<file path="config.mk">
export PLATFORM = sky130hd
export DESIGN_NAME = doorlock_ctrl
export DESIGN_NICKNAME = d
export VERILOG_FILES = /design/src/rtl/doorlock_pkg.sv /design/src/rtl/doorlock_pw_digit_counter.sv /design/src/rtl/doorlock_ctrl.sv
export SDC_FILE = /design/constraint.sdc
export NUM_CORES = 1
export LEC_CHECK = 0
export BUFFER_PORTS_ARGS = -buffer_cell sky130_fd_sc_hd__buf_2
export CAP_MARGIN = 20
export CORE_MARGIN = 3
export CORE_UTILIZATION = 28
export DETAILED_ROUTE_END_ITERATION = 7
export GPL_TIMING_DRIVEN = 0
export PLACE_DENSITY_LB_ADDON = 0.3
export RECOVER_POWER = 50
export SLEW_MARGIN = 15
export SYNTH_ARGS = -nofsm -noshare
export SYNTH_HDL_FRONTEND = slang
export SYNTH_SLANG_ARGS = --single-unit
</file>
<file path="constraint.sdc">
create_clock -name clk -period 8.6 [get_ports clk]
set_input_delay 2.15 -clock clk [delete_from_list [all_inputs] [get_ports clk]]
set_output_delay 2.15 -clock clk [all_outputs]
set_load 0.005 [all_outputs]
</file>
<file path="src/rtl/doorlock_pkg.sv">
// Shared definitions for the door-lock controller: state encodings, key codes
// and a small key-classification helper.
package doorlock_pkg;

  typedef enum logic [2:0] {
    ST_IDLE     = 3'd0,
    ST_ENTRY    = 3'd1,
    ST_CHECK    = 3'd2,
    ST_UNLOCKED = 3'd3,
    ST_NEWPW    = 3'd4,
    ST_LOCKOUT  = 3'd5
  } state_e;

  localparam logic [3:0] KEY_CLEAR  = 4'hA;
  localparam logic [3:0] KEY_ENTER  = 4'hB;
  localparam logic [3:0] KEY_CHANGE = 4'hC;

  function automatic logic is_digit(input logic [3:0] code);
    return code <= 4'd9;
  endfunction

endpackage

</file>
<file path="src/rtl/doorlock_pw_digit_counter.sv">
// Two-bit digit index for the 4-digit entry buffer with a sticky full flag
// that is set when the index wraps from 3 back to 0.
module pw_digit_counter (
  input  logic       clk,
  input  logic       rst,
  input  logic       clr,
  input  logic       en,
  output logic [1:0] idx,
  output logic       full
);

  logic [1:0] idx_d, idx_q;
  logic       full_d, full_q;

  always_comb begin
    idx_d  = idx_q;
    full_d = full_q;
    if (clr) begin
      idx_d  = 2'd0;
      full_d = 1'b0;
    end else if (en && !full_q) begin
      idx_d = idx_q + 2'd1;
      if (idx_q == 2'd3) full_d = 1'b1;
    end
  end

  always_ff @(posedge clk) begin
    if (rst) begin
      idx_q  <= 2'd0;
      full_q <= 1'b0;
    end else begin
      idx_q  <= idx_d;
      full_q <= full_d;
    end
  end

  assign idx  = idx_q;
  assign full = full_q;

endmodule

</file>
<file path="src/rtl/doorlock_ctrl.sv">
// Password-entry controller: collects keypad digits, checks them against the
// stored password, drives unlock/alarm and supports password change.
module doorlock_ctrl
  import doorlock_pkg::*;
#(
  parameter logic [15:0] DEFAULT_PW  = 16'h1234,
  parameter int          UNLOCK_CYC  = 1000,
  parameter int          MAX_FAIL    = 3,
  parameter int          LOCKOUT_CYC = 5000
) (
  input  logic       clk,
  input  logic       rst,
  input  logic       key_valid,
  input  logic [3:0] key_code,
  output logic [1:0] digit_idx,
  output logic       unlock,
  output logic       alarm,
  output logic       ok_pulse,
  output logic       err_pulse,
  output logic [2:0] state_o
);

  localparam int TMR_MAX = (UNLOCK_CYC > LOCKOUT_CYC) ? UNLOCK_CYC : LOCKOUT_CYC;
  localparam int TIMER_W = $clog2(TMR_MAX) + 1;
  localparam logic [TIMER_W-1:0] UNLOCK_LD  = TIMER_W'(UNLOCK_CYC);
  localparam logic [TIMER_W-1:0] LOCKOUT_LD = TIMER_W'(LOCKOUT_CYC);
  localparam logic [2:0]         FAIL_LIMIT = 3'(MAX_FAIL);

  state_e             state_d, state_q;
  logic [15:0]        entry_d, entry_q;
  logic [15:0]        pw_d, pw_q;
  logic [2:0]         fail_cnt_d, fail_cnt_q;
  logic [TIMER_W-1:0] timer_d, timer_q;
  logic               short_d, short_q;
  logic               ok_d, ok_q;
  logic               err_d, err_q;
  logic               unlock_d, unlock_q;
  logic               alarm_d, alarm_q;

  logic               cnt_clr, cnt_en, digit_we;
  logic [1:0]         idx;
  logic               full;

  logic               key_digit, key_clear, key_enter, key_change;
  logic [TIMER_W-1:0] timer_dec;
  logic               expire;
  logic [2:0]         fail_inc;

  assign key_digit  = key_valid && is_digit(key_code);
  assign key_clear  = key_valid && (key_code == KEY_CLEAR);
  assign key_enter  = key_valid && (key_code == KEY_ENTER);
  assign key_change = key_valid && (key_code == KEY_CHANGE);

  // Saturating down-count shared by UNLOCKED and LOCKOUT
  assign timer_dec = (timer_q == '0) ? '0 : timer_q - 1'b1;
  assign expire    = (timer_dec == '0);
  assign fail_inc  = fail_cnt_q + 3'd1;

  pw_digit_counter u_cnt (
    .clk  (clk),
    .rst  (rst),
    .clr  (cnt_clr),
    .en   (cnt_en),
    .idx  (idx),
    .full (full)
  );

  always_comb begin
    state_d    = state_q;
    entry_d    = entry_q;
    pw_d       = pw_q;
    fail_cnt_d = fail_cnt_q;
    timer_d    = timer_q;
    short_d    = short_q;
    ok_d       = 1'b0;
    err_d      = 1'b0;
    cnt_clr    = 1'b0;
    digit_we   = 1'b0;

    case (state_q)
      ST_IDLE: begin
        if (key_digit) begin
          digit_we = 1'b1;
          state_d  = ST_ENTRY;
        end
      end
      ST_ENTRY: begin
        if (key_digit) begin
          digit_we = 1'b1;
        end else if (key_clear) begin
          cnt_clr = 1'b1;
          entry_d = '0;
          state_d = ST_IDLE;
        end else if (key_enter) begin
          // A short entry still goes through CHECK so it takes the same fail path
          short_d = !full;
          state_d = ST_CHECK;
        end
      end
      ST_CHECK: begin
        cnt_clr = 1'b1;
        entry_d = '0;
        short_d = 1'b0;
        if (!short_q && (entry_q == pw_q)) begin
          ok_d       = 1'b1;
          fail_cnt_d = 3'd0;
          timer_d    = UNLOCK_LD;
          state_d    = ST_UNLOCKED;
        end else begin
          err_d      = 1'b1;
          fail_cnt_d = fail_inc;
          if (fail_inc >= FAIL_LIMIT) begin
            timer_d = LOCKOUT_LD;
            state_d = ST_LOCKOUT;
          end else begin
            state_d = ST_IDLE;
          end
        end
      end
      ST_UNLOCKED: begin
        timer_d = timer_dec;
        if (expire) begin
          state_d = ST_IDLE;
        end else if (key_clear) begin
          timer_d = '0;
          state_d = ST_IDLE;
        end else if (key_change) begin
          timer_d = '0;
          state_d = ST_NEWPW;
        end else if (key_digit || key_enter) begin
          timer_d = UNLOCK_LD;
        end
      end
      ST_NEWPW: begin
        if (key_digit) begin
          digit_we = 1'b1;
        end else if (key_enter) begin
          cnt_clr = 1'b1;
          entry_d = '0;
          state_d = ST_IDLE;
          if (full) begin
            pw_d = entry_q;
            ok_d = 1'b1;
          end else begin
            err_d = 1'b1;
          end
        end else if (key_clear) begin
          cnt_clr = 1'b1;
          entry_d = '0;
          state_d = ST_IDLE;
        end
      end
      ST_LOCKOUT: begin
        timer_d = timer_dec;
        if (expire) begin
          fail_cnt_d = 3'd0;
          state_d    = ST_IDLE;
        end
      end
      default: state_d = ST_IDLE;
    endcase

    cnt_en = digit_we;
    if (digit_we && !full) begin
      case (idx)
        2'd0:    entry_d[15:12] = key_code;
        2'd1:    entry_d[11:8]  = key_code;
        2'd2:    entry_d[7:4]   = key_code;
        default: entry_d[3:0]   = key_code;
      endcase
    end

    unlock_d = (state_d == ST_UNLOCKED);
    alarm_d  = (state_d == ST_LOCKOUT);
  end

  always_ff @(posedge clk) begin
    if (rst) begin
      state_q    <= ST_IDLE;
      entry_q    <= '0;
      pw_q       <= DEFAULT_PW;
      fail_cnt_q <= 3'd0;
      timer_q    <= '0;
      short_q    <= 1'b0;
      ok_q       <= 1'b0;
      err_q      <= 1'b0;
      unlock_q   <= 1'b0;
      alarm_q    <= 1'b0;
    end else begin
      state_q    <= state_d;
      entry_q    <= entry_d;
      pw_q       <= pw_d;
      fail_cnt_q <= fail_cnt_d;
      timer_q    <= timer_d;
      short_q    <= short_d;
      ok_q       <= ok_d;
      err_q      <= err_d;
      unlock_q   <= unlock_d;
      alarm_q    <= alarm_d;
    end
  end

  assign digit_idx = idx;
  assign unlock    = unlock_q;
  assign alarm     = alarm_q;
  assign ok_pulse  = ok_q;
  assign err_pulse = err_q;
  assign state_o   = state_q;

endmodule

</file>
# Word level (Yosys, flattened, before mapping)

Cells that the tools add are included.

Flip-flop bits (word level): 60
Latch bits: 0
Memory bits (writable): 0
ROM bits: 0
Input bits: 7
Output and inout port bits: 9
Logic and storage cells: 117
Memories: 0

Add/subtract/negate cells: 3
Multiply operators: 0
Div/mod/pow operators: 0
$lt $le $gt $ge: 2
Equality and inequality tests: 19
Shift-type cells: 0
Muxes and demuxes: 56
Bitwise operators: 1
Reductions and logical operators: 24

Operator list:

| kind                                                                   | number |
|---|---|
| 14-bit 2-to-1 mux                                                      | 7 |
| 16-bit 2-to-1 mux                                                      | 5 |
| 16-bit one-hot mux with 3 select lines                                 | 1 |
| 3-bit 2-to-1 mux                                                       | 15 |
| 14-bit one-hot mux with 3 select lines                                 | 1 |
| 14-bit zero test                                                       | 2 |
| 3-bit one-hot mux with 6 select lines                                  | 1 |
| 1-bit 2-to-1 mux                                                       | 17 |
| 16-bit equality test                                                   | 1 |
| 4-bit 2-to-1 mux                                                       | 4 |
| 14-bit by 1-bit subtractor with 14-bit output (second input constant)  | 1 |
| 4-bit equality test (second input constant)                            | 3 |
| 3-bit by 2-bit equality test with 1-bit output (second input constant) | 3 |
| 3-bit equality test (second input constant)                            | 3 |
| 2-bit inequality test (second input constant)                          | 4 |
| 4-bit AND reduction                                                    | 2 |
| 1-bit logical AND                                                      | 6 |
| 1-bit one-hot mux with 2 select lines                                  | 3 |
| 3-bit one-hot mux with 2 select lines                                  | 1 |
| 2-bit AND reduction                                                    | 3 |
| 3-bit OR reduction                                                     | 2 |
| 2-bit equality test (second input constant)                            | 2 |
| 4-bit less-or-equal comparator (second input constant)                 | 1 |
| 2-bit nonzero test                                                     | 2 |
| 14 further kinds                                                       | 15 |

# Logic depth before layout (Yosys ltp)

Gate-level depths: netlist (run 1).

Word-level depth: 8
Depth in mapped cells: 11
Depth with buffers taken out: 9

# Cells and area by module

Synthesis (run 1) repeated with hierarchy kept, for this count alone.

Cells, all modules: 423
Area total of the unflattened synthesis: 3343.2 um^2

Modules (own cells, without submodules):

| module           | instances | cells an instance | area each (um^2) | sequential area each (um^2) |
|---|---|---|---|---|
| doorlock_ctrl    | 1         | 412               | 3218.1           | 1141.1 |
| pw_digit_counter | 1         | 11                | 125.1            | 60.1 |

# Worst setup path after synthesis (run 1)

OpenSTA, ideal clock, no wires.

Kind: in2reg
Start point: input port key_code[1]
End point: register pw_q[10]
Arrival: 4.100 ns
Required time: 8.530 ns
Setup slack: 4.430 ns
Stages on the path: 8
Path buffers: 3
Cell sequence: clkbuf_1 > nand4b_1 > or2_2 > clkbuf_1 > nor4_1 > clkbuf_1 > nand2_1 > a21oi_1

Cells in the longest elaborated chain, start to end: 4

RTL lines:

| item                              | RTL line             | text |
|---|---|---|
| start, declared                   | doorlock_ctrl.sv:14  | `input logic [3:0] key_code,` |
| 4-bit less-or-equal comparator    | doorlock_pkg.sv:19   | `return code <= 4'd9;` |
| 1-bit logical AND                 | doorlock_ctrl.sv:49  | `assign key_digit = key_valid && is_digit(key_code);` |
| 1-bit inverter (no line)          | -                    |  |
| 4-bit AND reduction (no line) (*) | -                    |  |
| end signal, assigned              | doorlock_ctrl.sv:192 | `pw_q <= pw_d;` |
| end, declared                     | doorlock_ctrl.sv:31  | `logic [15:0] pw_d, pw_q;` |

Every way passes the cells marked *; elsewhere a longest branch is shown, timed or not.
A chain may end at the register's enable or synchronous reset.

# Final worst setup path (run 1)

Start point: input port key_code[1]
End point: register timer_q[8]

Cells in the longest elaborated chain, start to end: 8

RTL lines:

| item                                                                  | RTL line                                 | text |
|---|---|---|
| 4-bit less-or-equal comparator or 4-bit equality test (tied branches) | doorlock_pkg.sv:19, doorlock_ctrl.sv:51  |  |
| 1-bit logical AND, on equally long branches                           | doorlock_ctrl.sv:49, doorlock_ctrl.sv:51 |  |
| 1-bit logical OR                                                      | doorlock_ctrl.sv:130                     | `end else if (key_digit \|\| key_enter) begin` |
| 14-bit 2-to-1 mux                                                     | doorlock_ctrl.sv:130                     |  |
| 14-bit 2-to-1 mux                                                     | doorlock_ctrl.sv:127                     | `end else if (key_change) begin` |
| 14-bit 2-to-1 mux (*)                                                 | doorlock_ctrl.sv:124                     | `end else if (key_clear) begin` |
| 14-bit 2-to-1 mux (*)                                                 | doorlock_ctrl.sv:122                     | `if (expire) begin` |
| 14-bit one-hot mux with 3 select lines (*)                            | doorlock_ctrl.sv:80                      | `case (state_q)` |
| end signal, assigned                                                  | doorlock_ctrl.sv:194                     | `timer_q <= timer_d;` |
| end, declared                                                         | doorlock_ctrl.sv:33                      | `logic [TIMER_W-1:0] timer_d, timer_q;` |

Marked as above.

==> flow_summary_export.csv, run 1 <==
group,metric,value,unit
run_status,status,"finished, final reports clean",
finish,nNetsFinal,482,
setup_path,rr_endpoint,"timer_q[8]",
setup_path,path_cells,"clkbuf_1 -> nand4b_1 -> or2_2 -> clkbuf_1 -> a21oi_1 -> a21oi_1 -> a2111oi_0",
worst_hold_path,whs_endpoint,"pw_q[1]",
finish,area_growth,16.4,%
yosys,synth-seq-area-share,35.0,%
global_route,grt_pass1_vias,3117,
setup_path,ff2ff_setup_slack,5.32,ns
setup_path,cp_top_family,"compound AO/OA/AOI/OAI gates",
finish,drive_gt1_share,8.28,%
sta,rsz0062_at_grt,"false",
finish,layout_commonest_cell,"dfxtp_1",
setup_path,worst_path_max_delay_cell,"a21oi_1",
detailed_routing,viasPerCell,5.34,
die,die_x,117,um
sta,finClkSkew,0.00620,ns
setup_path,crit_fanout,8,
global_route,grt.overflow.total,0,
sta,max_slew_margin,53.8,%
setup_path,r2r-start,"timer_q[6]",
yosys,avgSynthCellArea,7.76,sq um
power,ir_worst_vdd,0.137,mV
sta,hold_viol,0,
global_route,grtUsageTotal,14.7,%
finish,most-common-layout-cells,"60 x dfxtp_1, 55 x nand2_1, 45 x nand3_1, 41 x nor2_1, 39 x a21oi_1",
finish,antenna_cells,0,
clocking,htreeDepth,3,
setup_path,r2r_cells,8,
power,power,0.000707,W
sta,fmax,229,MHz
clocking,ctsResizeCount,0,
finish,nFillCells,1247,
sta,tns,0,ns
clocking,clkLatencyLatePin,0.33,ns
yosys,synth_edf_count,0,
detailed_routing,wire_per_inst,15.7,um
yosys,synth_top_cells_by_area,"dfxtp_1 35%, nand3_1 6.6%, nand2_1 6.0%",
worst_hold_path,hold_depth,2,
detailed_routing,drc_errors,0,
die,die-height,117,um
detailed_routing,dr.pass1.iters,4,
yosys,ys.flop_type,"dfxtp_1",
die,fp.dieArea,0.0136,sq mm
clocking,post_cts_buffers,0,
sta,tightest_slew,0.685,ns
setup_path,crit_path_max_incr_delay,0.54,ns
yosys,yosysTopAreaCell,"dfxtp_1",
detailed_routing,drt_iter0_drc,224,
clocking,cts_root_buf,"clkbuf_16",
placement,gp_congestion,0.858,
clocking,cts_hold_buf,0,
setup_path,start_kind,"primary input",
detailed_routing,totalWireLength,9.65,mm
detailed_routing,drtAntennaViolNets,0,
placement,io_buffers,12,
yosys,async_reset_ff_share,0,%
clocking,cts_tree,"yes",
sta,drv_slew,0,
yosys,yosys_warnings,0,
yosys,synthesis.nets,458,
global_route,antenna_found_initial,0,
die,design.core.area,0.0117,sq mm
yosys,synth_cells,442,
sta,fin_crit_sh,50.8,%
sta,post-route-min-period,4.37,ns
global_route,grt_pass1_wl,15.7,mm
yosys,syn_area,0.00343,sq mm
die,start_util,29.3,%
setup_path,worst-setup-path-type,"in -> reg",
worst_hold_path,min_from,"pw_q[1]",
yosys,yosysTopAreaCellShare,35.0,%
setup_path,worst-path-buf-inv,2,
setup_path,crit_arrival,4.57,ns
die,rows,39,
setup_path,crit_required,8.80,ns
die,io_pins,16,
placement,dp_hpwl,6.93,mm
worst_hold_path,min_path_type,"reg -> reg",
clocking,clk_pin_slew,0.06,ns
flow_run,cap_viol_max_count,0,
clocking,cts_sinks,60,
yosys,ys_ff_latch,60,
detailed_routing,vias,3278,
setup_path,critPathCaptureType,"register",
power,cellPowerDensity,177,mW/mm^2
yosys,synth_cell_types,57,
power,total_leakage_power,1.46,nW
clocking,cts_buffers,9,
global_route,grt_max_degree,12,
clocking,clockBufferDepth,2,
sta,setup_viol,0,
==> state kept, by name (all words and copies together) (netlist names) <==
signal      count
alarm           1
err_pulse       1
timer_q        14
short_q         1
u_cnt.idx       2
pw_q           16
unlock          1
entry_q        16
state_o         3
u_cnt.full      1
ok_pulse        1
fail_cnt_q      3
==> how the worst max path moves through the flow <==
stage / slack [ns] / from / to / depth (start not counted)
after floorplan: 4.43 / key_code[1] / pw_q[10] / 8
after global placement: 3.37 / key_code[1] / pw_q[11] / 8
after detailed placement: 3.93 / key_code[1] / timer_q[7] / 7
after CTS: 4.26 / key_code[1] / timer_q[7] / 7
after global routing: 4.09 / key_code[1] / timer_q[7] / 7
final: 4.23 / key_code[1] / timer_q[8] / 7
==> report_power, final <==
group,switching (W),internal (W)
Combinational,0.0000247,0.0000115
Clock,0.000132,0.000253
Sequential,0.00000378,0.000282
==> logic make-up after synthesis <==
kind of cell,after synthesis,share of synthesized area (%)
fa+ha+maj,9,3.28
simple gates,205,29.7
buf+inv,44,5.25
flops,60,35.0
xor+xnor,21,5.36
compound gates,97,19.6
mux,6,1.82
==> through the flow <==
stage	utilization, %	area, sq um	hold WS [ns]	worst slack [ns]	std cells
after floorplan	-	3430	0.448	4.43	442
after global placement	31.3	3670	0.454	3.37	597
after detailed placement	31.4	3680	0.461	3.93	598
after CTS	34.1	4000	0.468	4.26	614
after global routing	34.1	3990	0.493	4.09	614
final	34.1	3990	0.465	4.23	614
==> routing by layer <==
layer / share of wire [%] / track usage (%) / up-vias / wire, um
li1: - / - / 1643 / -
met3: 4.3 / 3.06 / 16 / 416
met4: 2.2 / 5.58 / 0 / 209
met1: 49 / 20.5 / 1530 / 4770
met2: 44 / 22.2 / 89 / 4250
met5: 0 / 0 / - / 0
==> tightest hold or removal path, cell delays in order, from the launching register on <==
cell and delay, ns:
dfxtp_1 0.31, nand2_1 0.05, a21oi_1 0.05
==> final cells by class <==
cell class | count | area, sq um | share of cell area [%]
Buffer | 30 | 128 | 3.20
Clock buffer | 10 | 229 | 5.73
Clock inverter | 6 | 88.8 | 2.22
Inverter | 14 | 52.6 | 1.32
Multi-Input combinational cell | 338 | 2060 | 51.5
Sequential cell | 60 | 1200 | 30.1
Tap cell | 143 | 179 | 4.48
Timing Repair Buffer | 13 | 60.1 | 1.50
==> cell usage after synthesis (6+ instances only) <==
master     n
dfxtp_1   60
nand2_1   55
nand3_1   45
nor2_1    41
a21oi_1   39
clkbuf_1  28
inv_1     14
xor2_1    13
nor3_1    11
nor4_1    11
ha_1       9
o21ai_0    8
xnor2_1    8
o31ai_1    7
nand2b_1   6
No activity file was read; power rests on OpenSTA's default activity.
==> inputs of run 2 (changes only) <==
clock period = 3.8 ns   (was 8.6 ns; I/O delays follow)
==> run 2 against run 1 <==
Die area unchanged; largest cell class unchanged; register-to-register slack got worse by 4.8 ns; cell count is the same; critical path depth up 1; core utilization decreased by 0.064 points; via count grew 1.1%; sequential share of layout area up 0.057 points; wire length is essentially flat; sequential power up 130%; first-iteration DRC count unchanged; global-route usage unchanged; flip-flop and latch count stayed put.
==> flow_summary_export.csv, run 2 (same netlist as run 1, synthesis figures left out) <==
group,metric,value,unit
finish,nNetsFinal,482,
placement,io_buffers,12,
setup_path,start_kind,"register",
placement,gp_congestion,0.858,
finish,antenna_cells,0,
global_route,antenna_found_initial,0,
clocking,clk_pin_slew,0.06,ns
finish,area_growth,16.2,%
setup_path,worst-path-buf-inv,1,
setup_path,cp_top_family,"simple AND/OR/NAND/NOR gates",
sta,rsz0062_at_grt,"false",
clocking,clockBufferDepth,2,
clocking,ctsResizeCount,0,
power,total_leakage_power,1.46,nW
finish,fin_util,34.0,%
clocking,cts_root_buf,"clkbuf_16",
flow_run,cap_viol_max_count,0,
run_status,status,"finished, final reports clean",
finish,drive_gt1_share,7.64,%
setup_path,path_cells,"clkbuf_1 -> or4_1 -> nor3_1 -> mux2_2 -> or3_1 -> o21ai_1 -> a221oi_1 -> a2111oi_0",
global_route,grt.overflow.total,0,
detailed_routing,vias,3313,
sta,fmax,302,MHz
setup_path,crit_fanout,9,
detailed_routing,drc_errors,0,
finish,most-common-layout-cells,"60 x dfxtp_1, 55 x nand2_1, 45 x nand3_1, 41 x nor2_1, 39 x a21oi_1",
setup_path,crit_required,4.01,ns
worst_hold_path,min_path_type,"reg -> reg",
sta,finClkSkew,0.00590,ns
die,start_util,29.3,%
setup_path,crit_arrival,3.52,ns
sta,drv_slew,0,
placement,dpl_cell_area,0.00368,sq mm
sta,post-route-min-period,3.31,ns
setup_path,critPathCaptureType,"register",
global_route,grt_pass1_wl,15.7,mm
detailed_routing,viasPerCell,5.40,
finish,layout_commonest_cell,"dfxtp_1",
global_route,grt_pass1_vias,3117,
power,power,0.00160,W
global_route,grtUsageTotal,14.7,%
finish,final_area,0.00399,sq mm
die,die_x,117,um
clocking,clkLatencyLatePin,0.33,ns
clocking,cts_tree,"yes",
detailed_routing,wire_per_inst,15.7,um
sta,fin_crit_sh,87.0,%
die,die-height,117,um
power,ir_worst_vdd,0.310,mV
sta,setup_viol,0,
placement,dp_hpwl,6.93,mm
setup_path,worst_path_max_delay_cell,"or4_1",
detailed_routing,totalWireLength,9.66,mm
sta,tightest_slew,0.880,ns
clocking,post_cts_buffers,0,
detailed_routing,drtAntennaViolNets,0,
finish,nFillCells,1249,
clocking,htreeDepth,3,
power,cellPowerDensity,401,mW/mm^2
clocking,cts_sinks,60,
clocking,cts_hold_buf,0,
detailed_routing,dr.pass1.iters,5,
global_route,grt_max_degree,12,
die,fp.dieArea,0.0136,sq mm
clocking,cts_buffers,9,
finish,top_regs,"entry_q x16, pw_q x16, timer_q x14",
setup_path,crit_path_max_incr_delay,0.67,ns
die,rows,39,
die,io_pins,16,
die,design.core.area,0.0117,sq mm
sta,max_slew_margin,40.8,%
setup_path,worst-setup-path-type,"reg -> reg",
sta,hold_viol,0,
detailed_routing,drt_iter0_drc,224,
==> run 2: cell types whose count changed in the layout (fill, tap and decap cells not counted) <==
cell      change
a21bo_1       +1
a21bo_2       -1
buf_2         -1
clkbuf_1      +1
nor4_1        +1
nor4_2        -1
==> run 2: area by class of cell <==
class	count	area [sq um]	area share (%)
multi-input cells	338	2050	51.4
flip-flops and latches	60	1200	30.1
clock buffers	10	229	5.74
well taps	143	179	4.49
plain buffers	30	128	3.20
clock inverters	6	88.8	2.23
repair buffers	13	58.8	1.48
inverters	14	52.6	1.32
==> run 2: final timing paths <==
kind | start | to | slack (ns) | depth (start not counted)
setup / recovery | timer_q[6] | timer_q[8] | 0.49 | 8
hold / removal | pw_q[1] | pw_q[1] | 0.47 | 2
hold reg to reg | pw_q[1] | pw_q[1] | 0.47 | 2
setup reg to reg | timer_q[6] | timer_q[8] | 0.49 | 8
==> run 2: stage by stage <==
stage,cells,hold WS (ns),setup WS [ns],TNS [ns]
after CTS,614,0.468,0.550,0
after global routing,614,0.493,0.320,0
final,614,0.466,0.492,0
after detailed placement,598,0.461,0.330,0
after global placement,597,0.454,-0.232,-2.05
after floorplan,442,0.448,0.830,0
==> run 2: per-layer routing <==
layer  share of wire (%)  up-vias  GRT usage [%]
li1                    -     1646              -
met5                   0        -              0
met2                  44      109           22.2
met3                 5.1       16           3.06
met1                  49     1542           20.5
met4                 2.2        0           5.58
==> run 2: power breakdown <==
part           leakage, nW  switching, W  internal (W)
Combinational        0.825     0.0000558     0.0000260
Clock                0.149      0.000298      0.000574
Sequential           0.484    0.00000852      0.000637
==> run 2: worst min-delay path: cells and delay by family (launching register included) <==
| family | cells | cell delay [ns] |
|---|---|---|
| flip-flops | 1 | 0.31 |
| AND/OR/NAND/NOR | 1 | 0.05 |
| AO/OA/AOI/OAI | 1 | 0.05 |
==> inputs of run 3 (changes only) <==
SLEW_MARGIN = not set   (was 15)
clock period = 4.1 ns   (was 3.8 ns; I/O delays follow)
==> run 3 against run 2 <==
Core utilization shrank 0.14 points; count of clock-buffer cells in the layout grew 1; largest cell class unchanged; critical path depth increased by 3; critical endpoint is now alarm.
==> flow_summary_export.csv, run 3 (same netlist as run 1, synthesis figures left out) <==
group,metric,value,unit
die,start_util,29.3,%
die,rows,39,
detailed_routing,dr.pass1.iters,5,
sta,tightest_slew,0.859,ns
clocking,cts_sinks,60,
finish,nNetsFinal,481,
power,cellPowerDensity,378,mW/mm^2
sta,fin_crit_sh,80.8,%
clocking,clk_pin_slew,0.05,ns
die,die_x,117,um
clocking,clockBufferDepth,2,
sta,whs,0.466,ns
run_status,status,"finished, final reports clean",
clocking,clkLatencyLatePin,0.33,ns
placement,dpl_cell_area,0.00368,sq mm
setup_path,r2r_cells,11,
die,design.core.area,0.0117,sq mm
sta,fmax,302,MHz
sta,max_slew_margin,42.3,%
finish,layout_commonest_cell,"dfxtp_1",
sta,finClkSkew,0.00706,ns
flow_run,cap_viol_max_count,0,
sta,tns,0,ns
sta,rsz0062_at_grt,"false",
clocking,htreeDepth,3,
worst_hold_path,min_from,"pw_q[1]",
global_route,grt.overflow.total,0,
clocking,cts_hold_buf,0,
detailed_routing,vias,3324,
sta,hold_viol,0,
sta,setup_viol,0,
finish,most-common-layout-cells,"60 x dfxtp_1, 55 x nand2_1, 45 x nand3_1, 41 x nor2_1, 39 x a21oi_1",
die,fp.dieArea,0.0136,sq mm
setup_path,worst-setup-path-type,"reg -> reg",
setup_path,start_kind,"register",
power,total_leakage_power,1.46,nW
placement,dp_hpwl,6.93,mm
clocking,cts_tree,"yes",
global_route,grt_max_degree,11,
detailed_routing,wire_per_inst,15.8,um
detailed_routing,totalWireLength,9.70,mm
detailed_routing,drc_errors,0,
setup_path,crit_path_max_incr_delay,0.42,ns
setup_path,ff2ff_setup_slack,0.79,ns
sta,drv_slew,0,
detailed_routing,drt_iter0_drc,310,
setup_path,crit_required,4.30,ns
placement,gp_congestion,0.858,
global_route,antenna_found_initial,0,
finish,area_growth,15.7,%
setup_path,crit_start,"timer_q[0]",
worst_hold_path,min_path_type,"reg -> reg",
setup_path,crit_fanout,10,
clocking,ctsResizeCount,0,
finish,final_area,0.00397,sq mm
clocking,post_cts_buffers,0,
detailed_routing,viasPerCell,5.43,
placement,io_buffers,12,
worst_hold_path,whs_endpoint,"pw_q[1]",
clocking,cts_root_buf,"clkbuf_16",
global_route,grt_pass1_wl,15.7,mm
global_route,grtUsageTotal,14.8,%
placement,place_ws,0.510,ns
sta,post-route-min-period,3.31,ns
finish,top_regs,"entry_q x16, pw_q x16, timer_q x14",
die,io_pins,16,
setup_path,path_cells,"clkbuf_1 -> inv_1 -> ha_1 -> nor4bb_1 -> nand3_1 -> a2111oi_0 -> nand4_1 -> a21bo_1 -> clkbuf_1 -> a221oi_1 -> a211oi_1",
finish,drive_gt1_share,7.46,%
detailed_routing,drtAntennaViolNets,0,
clocking,cts_buffers,9,
setup_path,rr_endpoint,"alarm",
setup_path,r2r-start,"timer_q[0]",
finish,fin_util,33.9,%
worst_hold_path,hold_depth,2,
setup_path,crit_arrival,3.51,ns
finish,antenna_cells,0,
setup_path,critPathCaptureType,"register",
setup_path,cpMostUsedCell,"clkbuf_1",
global_route,grt_pass1_vias,3084,
sta,setup_slack,0.787,ns
setup_path,worst_path_max_delay_cell,"a2111oi_0",
power,ir_worst_vdd,0.273,mV
die,die-height,117,um
[run 3: power by group]
part,switching (W),internal (W),leakage [nW],total (W)
logic,0.0000523,0.0000238,0.819,0.0000761
clock network,0.000266,0.000560,0.158,0.000826
registers,0.00000811,0.000591,0.484,0.000599
[run 3: worst max-delay path: cells and delay by family (launching register included)]
family | cells | cell delay (ns)
AO/OA/AOI/OAI | 4 | 1.20
buffers and inverters | 3 | 0.70
AND/OR/NAND/NOR | 3 | 0.66
flip-flops | 1 | 0.33
adder cells (fa/ha/maj) | 1 | 0.31
[run 3: area by class of cell]
class / instances / area, sq um
fill: 1246 / 7740
multi-input combinational: 338 / 2040
sequential: 60 / 1200
clock buffer: 11 / 253
tap: 143 / 179
buffer: 30 / 120
clock inverter: 4 / 72.6
timing repair buffer: 12 / 55.1
inverter: 14 / 52.6
[run 3: worst max-delay path by stage]
stage | to | slack [ns] | cells past startpoint
after CTS | pw_q[11] | 0.82 | 8
after floorplan | pw_q[10] | 1.06 | 8
final | alarm | 0.79 | 11
after global placement | pw_q[11] | -0.007 | 8
after global routing | state_o[2] | 0.45 | 11
after detailed placement | pw_q[11] | 0.51 | 8
[run 3: metrics by stage]
step,total power [W],std cells
floorplan,0.000660,442
global placement,0.000685,597
detailed placement,0.000686,597
CTS,0.00152,612
global route,0.00155,612
finish,0.00150,612
[run 3: layer usage]
metal / vias up / part of all wire [%] / track usage [%]
met1: 1572 / 48 / 20.6
met4: 0 / 1.2 / 5.66
met2: 101 / 45 / 22.6
met3: 11 / 5.7 / 3.01
met5: - / 0 / 0
li1: 1640 / - / -
